## config.mk

```make
export PLATFORM = sky130hd
export DESIGN_NAME = cpu_sram_bridge
export DESIGN_NICKNAME = d
export VERILOG_FILES = /design/src/rtl/bridge_pkg.sv /design/src/rtl/cpu_sram_bridge_wen_to_size.sv /design/src/rtl/cpu_sram_bridge.sv
export SDC_FILE = /design/constraint.sdc
export NUM_CORES = 1
export LEC_CHECK = 0
export ABC_AREA = 1
export CELL_PAD_IN_SITES_DETAIL_PLACEMENT = 0
export CELL_PAD_IN_SITES_GLOBAL_PLACEMENT = 2
export CORE_MARGIN = 3
export CORE_UTILIZATION = 29
export CTS_BUF_LIST = sky130_fd_sc_hd__clkbuf_4 sky130_fd_sc_hd__clkbuf_8
export CTS_CLUSTER_DIAMETER = 40
export DETAILED_ROUTE_END_ITERATION = 8
export DONT_BUFFER_PORTS = 1
export PLACE_DENSITY = 0.87
export SYNTH_ARGS = -nofsm -noshare
export SYNTH_HDL_FRONTEND = slang
export SYNTH_SLANG_ARGS = --single-unit
```

## constraint.sdc

```tcl
create_clock -name clk -period 1.5 [get_ports clk]
set_input_delay 0.3 -clock clk [delete_from_list [all_inputs] [get_ports clk]]
set_output_delay 0.3 -clock clk [all_outputs]
set_load 0.02 [all_outputs]
```

## src/rtl/bridge_pkg.sv

```systemverilog
// Shared definitions for the CPU-to-bus SRAM bridge: FSM encoding, bus
// size codes and the values everything returns to on reset.
package bridge_pkg;

  typedef enum logic [2:0] {
    ST_IDLE  = 3'd0,
    ST_DREQ  = 3'd1,
    ST_DWAIT = 3'd2,
    ST_IREQ  = 3'd3,
    ST_IWAIT = 3'd4,
    ST_DONE  = 3'd5
  } state_t;

  localparam logic [1:0] SIZE_BYTE = 2'd0;
  localparam logic [1:0] SIZE_HALF = 2'd1;
  localparam logic [1:0] SIZE_WORD = 2'd2;

  // Reset values: FSM parked in IDLE, read buffers cleared.
  localparam state_t      BRIDGE_IDLE_STATE = ST_IDLE;
  localparam logic [31:0] BRIDGE_IDLE_WORD  = 32'h0000_0000;

endpackage

```

## src/rtl/cpu_sram_bridge_wen_to_size.sv

```systemverilog
// Decodes the CPU byte-enable pattern into a bus access size. Reads
// (0000), full words and irregular patterns all go out as word accesses.
module wen_to_size
  import bridge_pkg::*;
(
  input  logic [3:0] wen,
  output logic [1:0] size
);

  // Pure lookup of the enable pattern.
  always_comb begin
    size = SIZE_WORD;
    case (wen)
      4'b0000, 4'b1111:                   size = SIZE_WORD;
      4'b0011, 4'b1100:                   size = SIZE_HALF;
      4'b0001, 4'b0010, 4'b0100, 4'b1000: size = SIZE_BYTE;
      default:                            size = SIZE_WORD;
    endcase
  end

endmodule

```

## src/rtl/cpu_sram_bridge.sv

```systemverilog
// Bridges the core's inst_sram/data_sram ports onto one split-transaction
// bus (req/addr_ok/data_ok). A data access is issued before a fetch from
// the same cycle; the pipeline is stalled until both results are buffered,
// then released for the single DONE cycle.
//
// Bus handshake: the bridge holds req and every request field constant
// from the first req cycle until the slave raises addr_ok in a cycle where
// req is high; the request is accepted on that rising edge. The slave then
// returns exactly one data_ok (with rdata for reads). Only one transaction
// is ever outstanding, and addr_ok/data_ok seen in any state that is not
// waiting for them are ignored.
module cpu_sram_bridge
  import bridge_pkg::*;
#(
  parameter int ADDR_W = 32,
  parameter int DATA_W = 32
) (
  input  logic              clk,
  input  logic              rstn,
  input  logic              inst_sram_en,
  input  logic [ADDR_W-1:0] inst_sram_addr,
  output logic [DATA_W-1:0] inst_sram_rdata,
  input  logic              data_sram_en,
  input  logic [3:0]        data_sram_wen,
  input  logic [ADDR_W-1:0] data_sram_addr,
  input  logic [DATA_W-1:0] data_sram_wdata,
  output logic [DATA_W-1:0] data_sram_rdata,
  output logic              stallreq,
  output logic              req,
  output logic              wr,
  output logic [1:0]        size,
  output logic [ADDR_W-1:0] addr,
  output logic [3:0]        wstrb,
  output logic [DATA_W-1:0] wdata,
  input  logic              addr_ok,
  input  logic              data_ok,
  input  logic [DATA_W-1:0] rdata,
  output state_t            fsm_state
);

  state_t      state, state_nxt;
  logic [1:0]  data_size;
  logic        cap_data;
  logic        cap_inst;

  wen_to_size u_wen_to_size (
    .wen  (data_sram_wen),
    .size (data_size)
  );

  assign fsm_state = state;

  // Freeze the pipeline whenever the core asks for anything, except in DONE
  // where the buffered results are handed over; held low during reset.
  assign stallreq = rstn && (state != ST_DONE) && (inst_sram_en || data_sram_en);

  // State register.
  always_ff @(posedge clk or negedge rstn) begin
    if (!rstn) state <= BRIDGE_IDLE_STATE;
    else       state <= state_nxt;
  end

  // Next-state logic, bus request mux and buffer capture strobes.
  always_comb begin
    state_nxt = state;
    req       = 1'b0;
    wr        = 1'b0;
    size      = SIZE_BYTE;
    addr      = '0;
    wstrb     = 4'b0000;
    wdata     = '0;
    cap_data  = 1'b0;
    cap_inst  = 1'b0;
    case (state)
      ST_IDLE: begin
        if (data_sram_en)      state_nxt = ST_DREQ;
        else if (inst_sram_en) state_nxt = ST_IREQ;
      end
      ST_DREQ: begin
        req   = 1'b1;
        wr    = |data_sram_wen;
        size  = data_size;
        addr  = data_sram_addr;
        wstrb = data_sram_wen;
        wdata = data_sram_wdata;
        if (addr_ok) state_nxt = ST_DWAIT;
      end
      ST_DWAIT: begin
        if (data_ok) begin
          // Write responses carry no data; only loads refresh the buffer.
          cap_data  = (data_sram_wen == 4'b0000);
          state_nxt = inst_sram_en ? ST_IREQ : ST_DONE;
        end
      end
      ST_IREQ: begin
        req  = 1'b1;
        size = SIZE_WORD;
        addr = inst_sram_addr;
        if (addr_ok) state_nxt = ST_IWAIT;
      end
      ST_IWAIT: begin
        if (data_ok) begin
          cap_inst  = 1'b1;
          state_nxt = ST_DONE;
        end
      end
      ST_DONE: state_nxt = ST_IDLE;
      default: state_nxt = BRIDGE_IDLE_STATE;
    endcase
  end

  // Result buffers: each keeps its last captured word until the next capture.
  always_ff @(posedge clk or negedge rstn) begin
    if (!rstn) begin
      data_sram_rdata <= BRIDGE_IDLE_WORD;
      inst_sram_rdata <= BRIDGE_IDLE_WORD;
    end else begin
      if (cap_data) data_sram_rdata <= rdata;
      if (cap_inst) inst_sram_rdata <= rdata;
    end
  end

endmodule

```

==> out/summary.txt, run 1 <==
Drt wl/cell - 20.0 µm
Residual DRC - 0
Worst Clk Skew - 0.00411 ns
First-pass GRT wire length - 16300 µm
Initial antenna violation count - 0
Most frequent cells in the layout - inv_1, dfrtp_1, nand2_1, nand2_4, o21ai_2
Max-Cap Viols - 0
Number of synthesized register bits - 67
Clock Sinks - 67
Post-synthesis compound-gate area fraction - 17.5%
Multi-input logic area - 2250 µm²
Final worst slack - -0.397 ns
Clock Pin Slew Worst Setup and Hold Paths - 0.07 ns
Worst-Margin Slew - 0.336 ns
RR Endpoint - data_sram_rdata[17]
Crit path DAT - 1.60 ns
Area grow syn2layout - 58.5%
Dpl cells - 639
Final Power - 11.8 mW
Worst min path class - primary input to async pin
Failing checks - negative hold slack, negative setup slack
Synth unique cells - 22
Final HPWL DP - 8850 µm
Site Rows - 39
Total grt overflow - 0
Final Hold Fails - 67
Adder-cell share of the synthesized area - 0.353%
Synthesized area - 3540 µm²
Diode count - 0
Final Util - 48.2%
Layout net count - 671
CTS root buffer - clkbuf_8
Final WL - 13600 µm
Fillcell total - 1098
Number of iterations in the first detailed-routing pass - 5
Crit end category - primary output
Commonest non-fill, non-tap cell in the layout - inv_1
Reg2reg path depth - 9
Peak VDD IR - 0.980 mV
Mux cell area share after synthesis - 0%
Worst skew pair latency - 0.34 ns
CTS Buffer Depth - 2
Setup CP Type - flop to primary output
FMAX - 527 MHz
Largest net degree at the start of global routing - 69
RSZ-0062 raised after global routing - yes
Layout cells sized above 1 - 48.1%
Port bufs - 0
Post-synthesis sequential area ratio - 47.3%
Non-filler instance count after layout - 679
Critical R2R Launch - fsm_state[2]
Remaining antenna violation count - 0
H-Tree Depth - 3
Status - finished, violations left
Vias in the first global route - 3002
Die Ht - 117 µm
TritonCTS buffer count - 9
Fin crit period - 1.90 ns
Total number of yosys warnings - 0
Crit start category - flop
Top Ports - 278
CORE AREA - 11700 µm²
Die area - 13600 µm²
Sequential Area - 1680 µm²
Initial DRC count - 59
Cells after Synth - 470
Placer Congestion - 0.734
Worst Hold Slack - -0.348 ns
CP required - 1.20 ns
CTS tree - yes
Slew HR - 77.6%
Largest family of logic cells by synthesized area - simple AND/OR/NAND/NOR gates
Die width - 117 µm
GRT Overall Usage - 15.7%
Vias - 3319
Initial core utilization - 30.4%
Power per standard cell area - 2100 nW/µm²
Crit path max fanout - 18
Synth Area in Simple Gates - 19.3%
Final period utilization - 126%
Leakage - 2.81 nW
Synth Area in XOR/XNOR - 0%
Fin. max-slew vios - 0
Setup violators final - 105
Place WS - -0.0402 ns
Reg2Reg Setup Slack - -0.05 ns
Avg Inst Size Synth - 7.54 µm²
Vias per inst - 4.89
Post-Syn Nets - 609
## per-stage QoR
stage / cell area, µm² / setup TNS, ns
2_1_floorplan: 3940 / -5.74
4_1_cts: 4870 / -24.98
3_3_place_gp: 4390 / -0.0138
3_5_place_dp: 4390 / -0.437
5_1_grt: 5620 / -33.39
6_report: 5620 / -25.72
## synthesized netlist by cell type
master | n | area share (%)
nor3_2 | 1 | 0.28
nor2_2 | 3 | 0.53
inv_1 | 105 | 11
buf_4 | 1 | 0.21
buf_6 | 7 | 2.2
nand2_1 | 111 | 12
nand3_1 | 5 | 0.71
nand3_2 | 1 | 0.28
nor3_4 | 1 | 0.46
nor2_1 | 42 | 4.4
ha_1 | 1 | 0.35
o21ai_0 | 68 | 9.6
nand3b_1 | 1 | 0.21
clkbuf_1 | 9 | 0.95
o21ai_2 | 28 | 6.9
a21oi_1 | 1 | 0.14
dfrtp_1 | 67 | 47
nand2_2 | 2 | 0.35
o21ai_1 | 6 | 0.85
nor3_1 | 2 | 0.28
inv_2 | 3 | 0.32
buf_2 | 5 | 0.71
## flip-flops by register name (all words and copies together), names as in the netlist
register and cells:
inst_sram_rdata 32, fsm_state 3, data_sram_rdata 32
## power by group
group	switching [mW]	leakage, nW	internal (mW)
logic	3.58	1.85	2.56
clock network	0.658	0.0956	0.765
registers	1.67	0.871	2.55
## final cells by class
| type | count | area share, % |
|---|---|---|
| flip-flops and latches | 67 | 29.9 |
| clock inverters | 1 | 0.134 |
| repair buffers | 73 | 16.0 |
| clock buffers | 14 | 3.21 |
| well taps | 143 | 3.18 |
| inverters | 108 | 7.48 |
| multi-input cells | 273 | 40.1 |
## timing repair
action	4_1_cts	5_1_grt
gates resized for setup	47	123
setup buffers	7	7
pin swaps	8	10
hold endpoints to repair	67	67
endpoints found under the setup margin	73	129
cloned	0	13
## worst max path at each step
stage	startpoint	end	slack [ns]
after CTS	fsm_state[2]	wdata[8]	-0.42
after floorplan	fsm_state[0]	size[0]	-0.16
final	fsm_state[1]	wr	-0.40
after global routing	fsm_state[1]	wr	-0.49
after global placement	fsm_state[2]	wr	-0.01
after detailed placement	fsm_state[2]	wdata[8]	-0.04
## logic make-up after synthesis
logic type,Yosys count
buf+inv,130
compound gates,103
fa+ha+maj,1
flops,67
simple gates,169
## critical path, cell delays in order, from the launching register on
cell,delay [ns]
dfrtp_2,0.44
nor3_4,0.26
inv_2,0.12
buf_12,0.18
nor2_1,0.11
buf_4,0.15
## routing by layer
metal | routed length [µm] | vias to the layer above | GRT usage (%)
met5 | 0 | - | 0
met4 | 159 | 0 | 4.36
met3 | 1370 | 14 | 7.72
met2 | 7520 | 167 | 28.5
met1 | 4560 | 1604 | 16.0
li1 | - | 1534 | -
Power figures use the tool's default switching activity.
==> run 2: changes to the inputs <==
--- a/config.mk
+++ b/config.mk
@@ -14,7 +14,7 @@
 export CTS_CLUSTER_DIAMETER = 40
 export DETAILED_ROUTE_END_ITERATION = 8
 export DONT_BUFFER_PORTS = 1
-export PLACE_DENSITY = 0.87
+export PLACE_DENSITY_LB_ADDON = 0.1
 export SYNTH_ARGS = -nofsm -noshare
 export SYNTH_HDL_FRONTEND = slang
 export SYNTH_SLANG_ARGS = --single-unit
==> run 2 against run 1 <==
Compared with the run above: the flow still finishes with violations (negative hold slack, negative setup slack); sequential share of layout area grew 3.8 points; flip-flop and latch count stayed put; largest power group unchanged; register-to-register slack better by 0.06 ns; clock skew increased by 0.0013 ns; final area is 11% lower; maximum frequency is 2.5% higher; worst setup slack improved by 0.046 ns; first-iteration DRC count is 44% higher; clock power decreased by 13%; via count fell by 7.0%; power decreased by 9.3%; global-route usage grew 0.26 points; critical endpoint is now wdata[25].
==> out/summary.txt, run 2 (synthesized netlist as in run 1, its figures left out) <==
Final Power - 10.7 mW (-9.3%)
Critical R2R Launch - fsm_state[1]
Die width - 117 µm (unchanged)
RR Endpoint - data_sram_rdata[12]
Worst Clk Skew - 0.00542 ns (+0.00130 ns)
Final period utilization - 123% (-3.1 points)
Crit start category - flop
Fin. max-slew vios - 0 (unchanged)
Power per standard cell area - 2140 nW/µm² (+2.3%)
CTS tree - yes
Slew HR - 69.2% (-8.5 points)
M1 GR Usage - 16.4% (+0.36 points)
GRT Overall Usage - 16.0% (+0.26 points)
Grt met3 use - 5.44% (-2.3 points)
Placer Congestion - 0.733 (-0.15%)
Worst-Margin Slew - 0.459 ns (+0.123 ns)
Initial antenna violation count - 0 (unchanged)
Setup CP Type - flop to primary output
CTS root buffer - clkbuf_8
Finished Cell Area - 4980 µm² (-11%)
Max-Cap Viols - 0 (unchanged)
TritonCTS buffer count - 9 (unchanged)
Worst Hold Slack - -0.343 ns (+0.00500 ns)
RSZ-0062 raised after global routing - yes
Worst skew pair latency - 0.33 ns (about the same)
Clock Sinks - 67 (unchanged)
Number of iterations in the first detailed-routing pass - 4 (-1)
Layout cells sized above 1 - 38.5% (-9.6 points)
Total grt overflow - 0 (unchanged)
Residual DRC - 0 (unchanged)
Crit path DAT - 1.55 ns (-0.05 ns)
CP startpoint - fsm_state[2]
Dpl cells - 643 (+0.63%)
Initial DRC count - 85 (+44%)
Vias in the first global route - 2977 (-0.83%)
Largest net degree at the start of global routing - 69 (unchanged)
Most frequent cells in the layout - inv_1, nand2_1, dfrtp_1, o21ai_2, buf_4
Clock Pin Slew Worst Setup and Hold Paths - 0.07 ns (about the same)
Vias - 3088 (-7.0%)
Final HPWL DP - 8870 µm (+0.28%)
Failing checks - negative hold slack, negative setup slack
Area grow syn2layout - 40.6%
Leakage - 2.60 nW (-7.5%)
Final WL - 12000 µm (-12%)
Commonest non-fill, non-tap cell in the layout - inv_1
Status - finished, violations left
Initial core utilization - 30.4% (unchanged)
Grt peak-use layer - met2
Port bufs - 0 (unchanged)
CORE AREA - 11700 µm² (unchanged)
CTS Buffer Depth - 2 (unchanged)
Layout net count - 661 (-1.5%)
Vias per inst - 4.63 (-5.3%)
H-Tree Depth - 3 (unchanged)
Setup violators final - 73 (-30%)
Final worst slack - -0.351 ns (+0.0459 ns)
Diode count - 0 (unchanged)
FMAX - 540 MHz (+2.5%)
Crit path max fanout - 10 (-8)
GR Util met2 - 29.4% (+0.92 points)
Top Ports - 278 (unchanged)
CP required - 1.20 ns (about the same)
Reg2Reg Setup Slack - 0.01 ns (+0.06 ns)
Setup TNS - -22.00 ns (+3.72 ns)
Die area - 13600 µm² (unchanged)
Fin crit period - 1.85 ns (-0.0459 ns)
Drt wl/cell - 18.0 µm (-10%)
Remaining antenna violation count - 0 (unchanged)
First-pass GRT wire length - 16400 µm (+0.64%)
Reg2reg path depth - 8 (-1)
Die Ht - 117 µm (unchanged)
Crit end category - primary output
Place WS - -0.0192 ns (+0.0211 ns)
Final Util - 42.7% (-5.5 points)
Post-Place Cell Area - 4440 µm² (+0.97%)
Peak VDD IR - 0.877 mV (-10%)
Fillcell total - 1181 (+7.6%)
Non-filler instance count after layout - 667 (-1.8%)
Worst min path class - primary input to async pin
Site Rows - 39 (unchanged)
Final Hold Fails - 67 (unchanged)
==> run 2: how the worst max path moves through the flow <==
stage,endpoint,slack (ns),cells after the start
2_1_floorplan,size[0],-0.16,7
3_5_place_dp,addr[29],-0.02,5
6_report,wdata[25],-0.35,4
5_1_grt,addr[29],-0.47,6
4_1_cts,addr[23],-0.40,5
3_3_place_gp,addr[0],-0.0001,5
==> run 2: what timing repair did <==
action | in CTS | in global routing
gates resized for setup | 10 | 42
pin swaps | 3 | 2
setup buffers | 1 | 2
setup endpoints to repair | 73 | 81
endpoints found under the hold margin | 67 | 67
gates cloned | 3 | 5
==> run 2: layer usage <==
metal | up-vias | part of all wire [%]
met1 | 1420 | 34
met5 | - | 0
met2 | 138 | 55
met3 | 14 | 9.7
li1 | 1516 | -
met4 | 0 | 1.5
==> run 2: layout make-up <==
class,instances,area [µm²],area share [%]
Clock buffer,12,146,2.94
Tap cell,143,179,3.59
Clock inverter,1,5.00,0.100
Sequential cell,67,1680,33.7
Timing Repair Buffer,63,743,14.9
Multi-Input combinational cell,273,1820,36.5
Inverter,108,408,8.19
==> run 2: report_power, final <==
group | internal [mW] | switching, mW
clock | 0.626 | 0.608
combinational | 2.17 | 3.16
sequential | 2.56 | 1.56
total | 5.36 | 5.33
==> run 2: worst max-delay path, cell delays in order (launching register included) <==
cell       delay, ns
dfrtp_2         0.43
nor3_4          0.19
inv_2           0.11
bufbuf_16       0.31
nor2_4          0.16
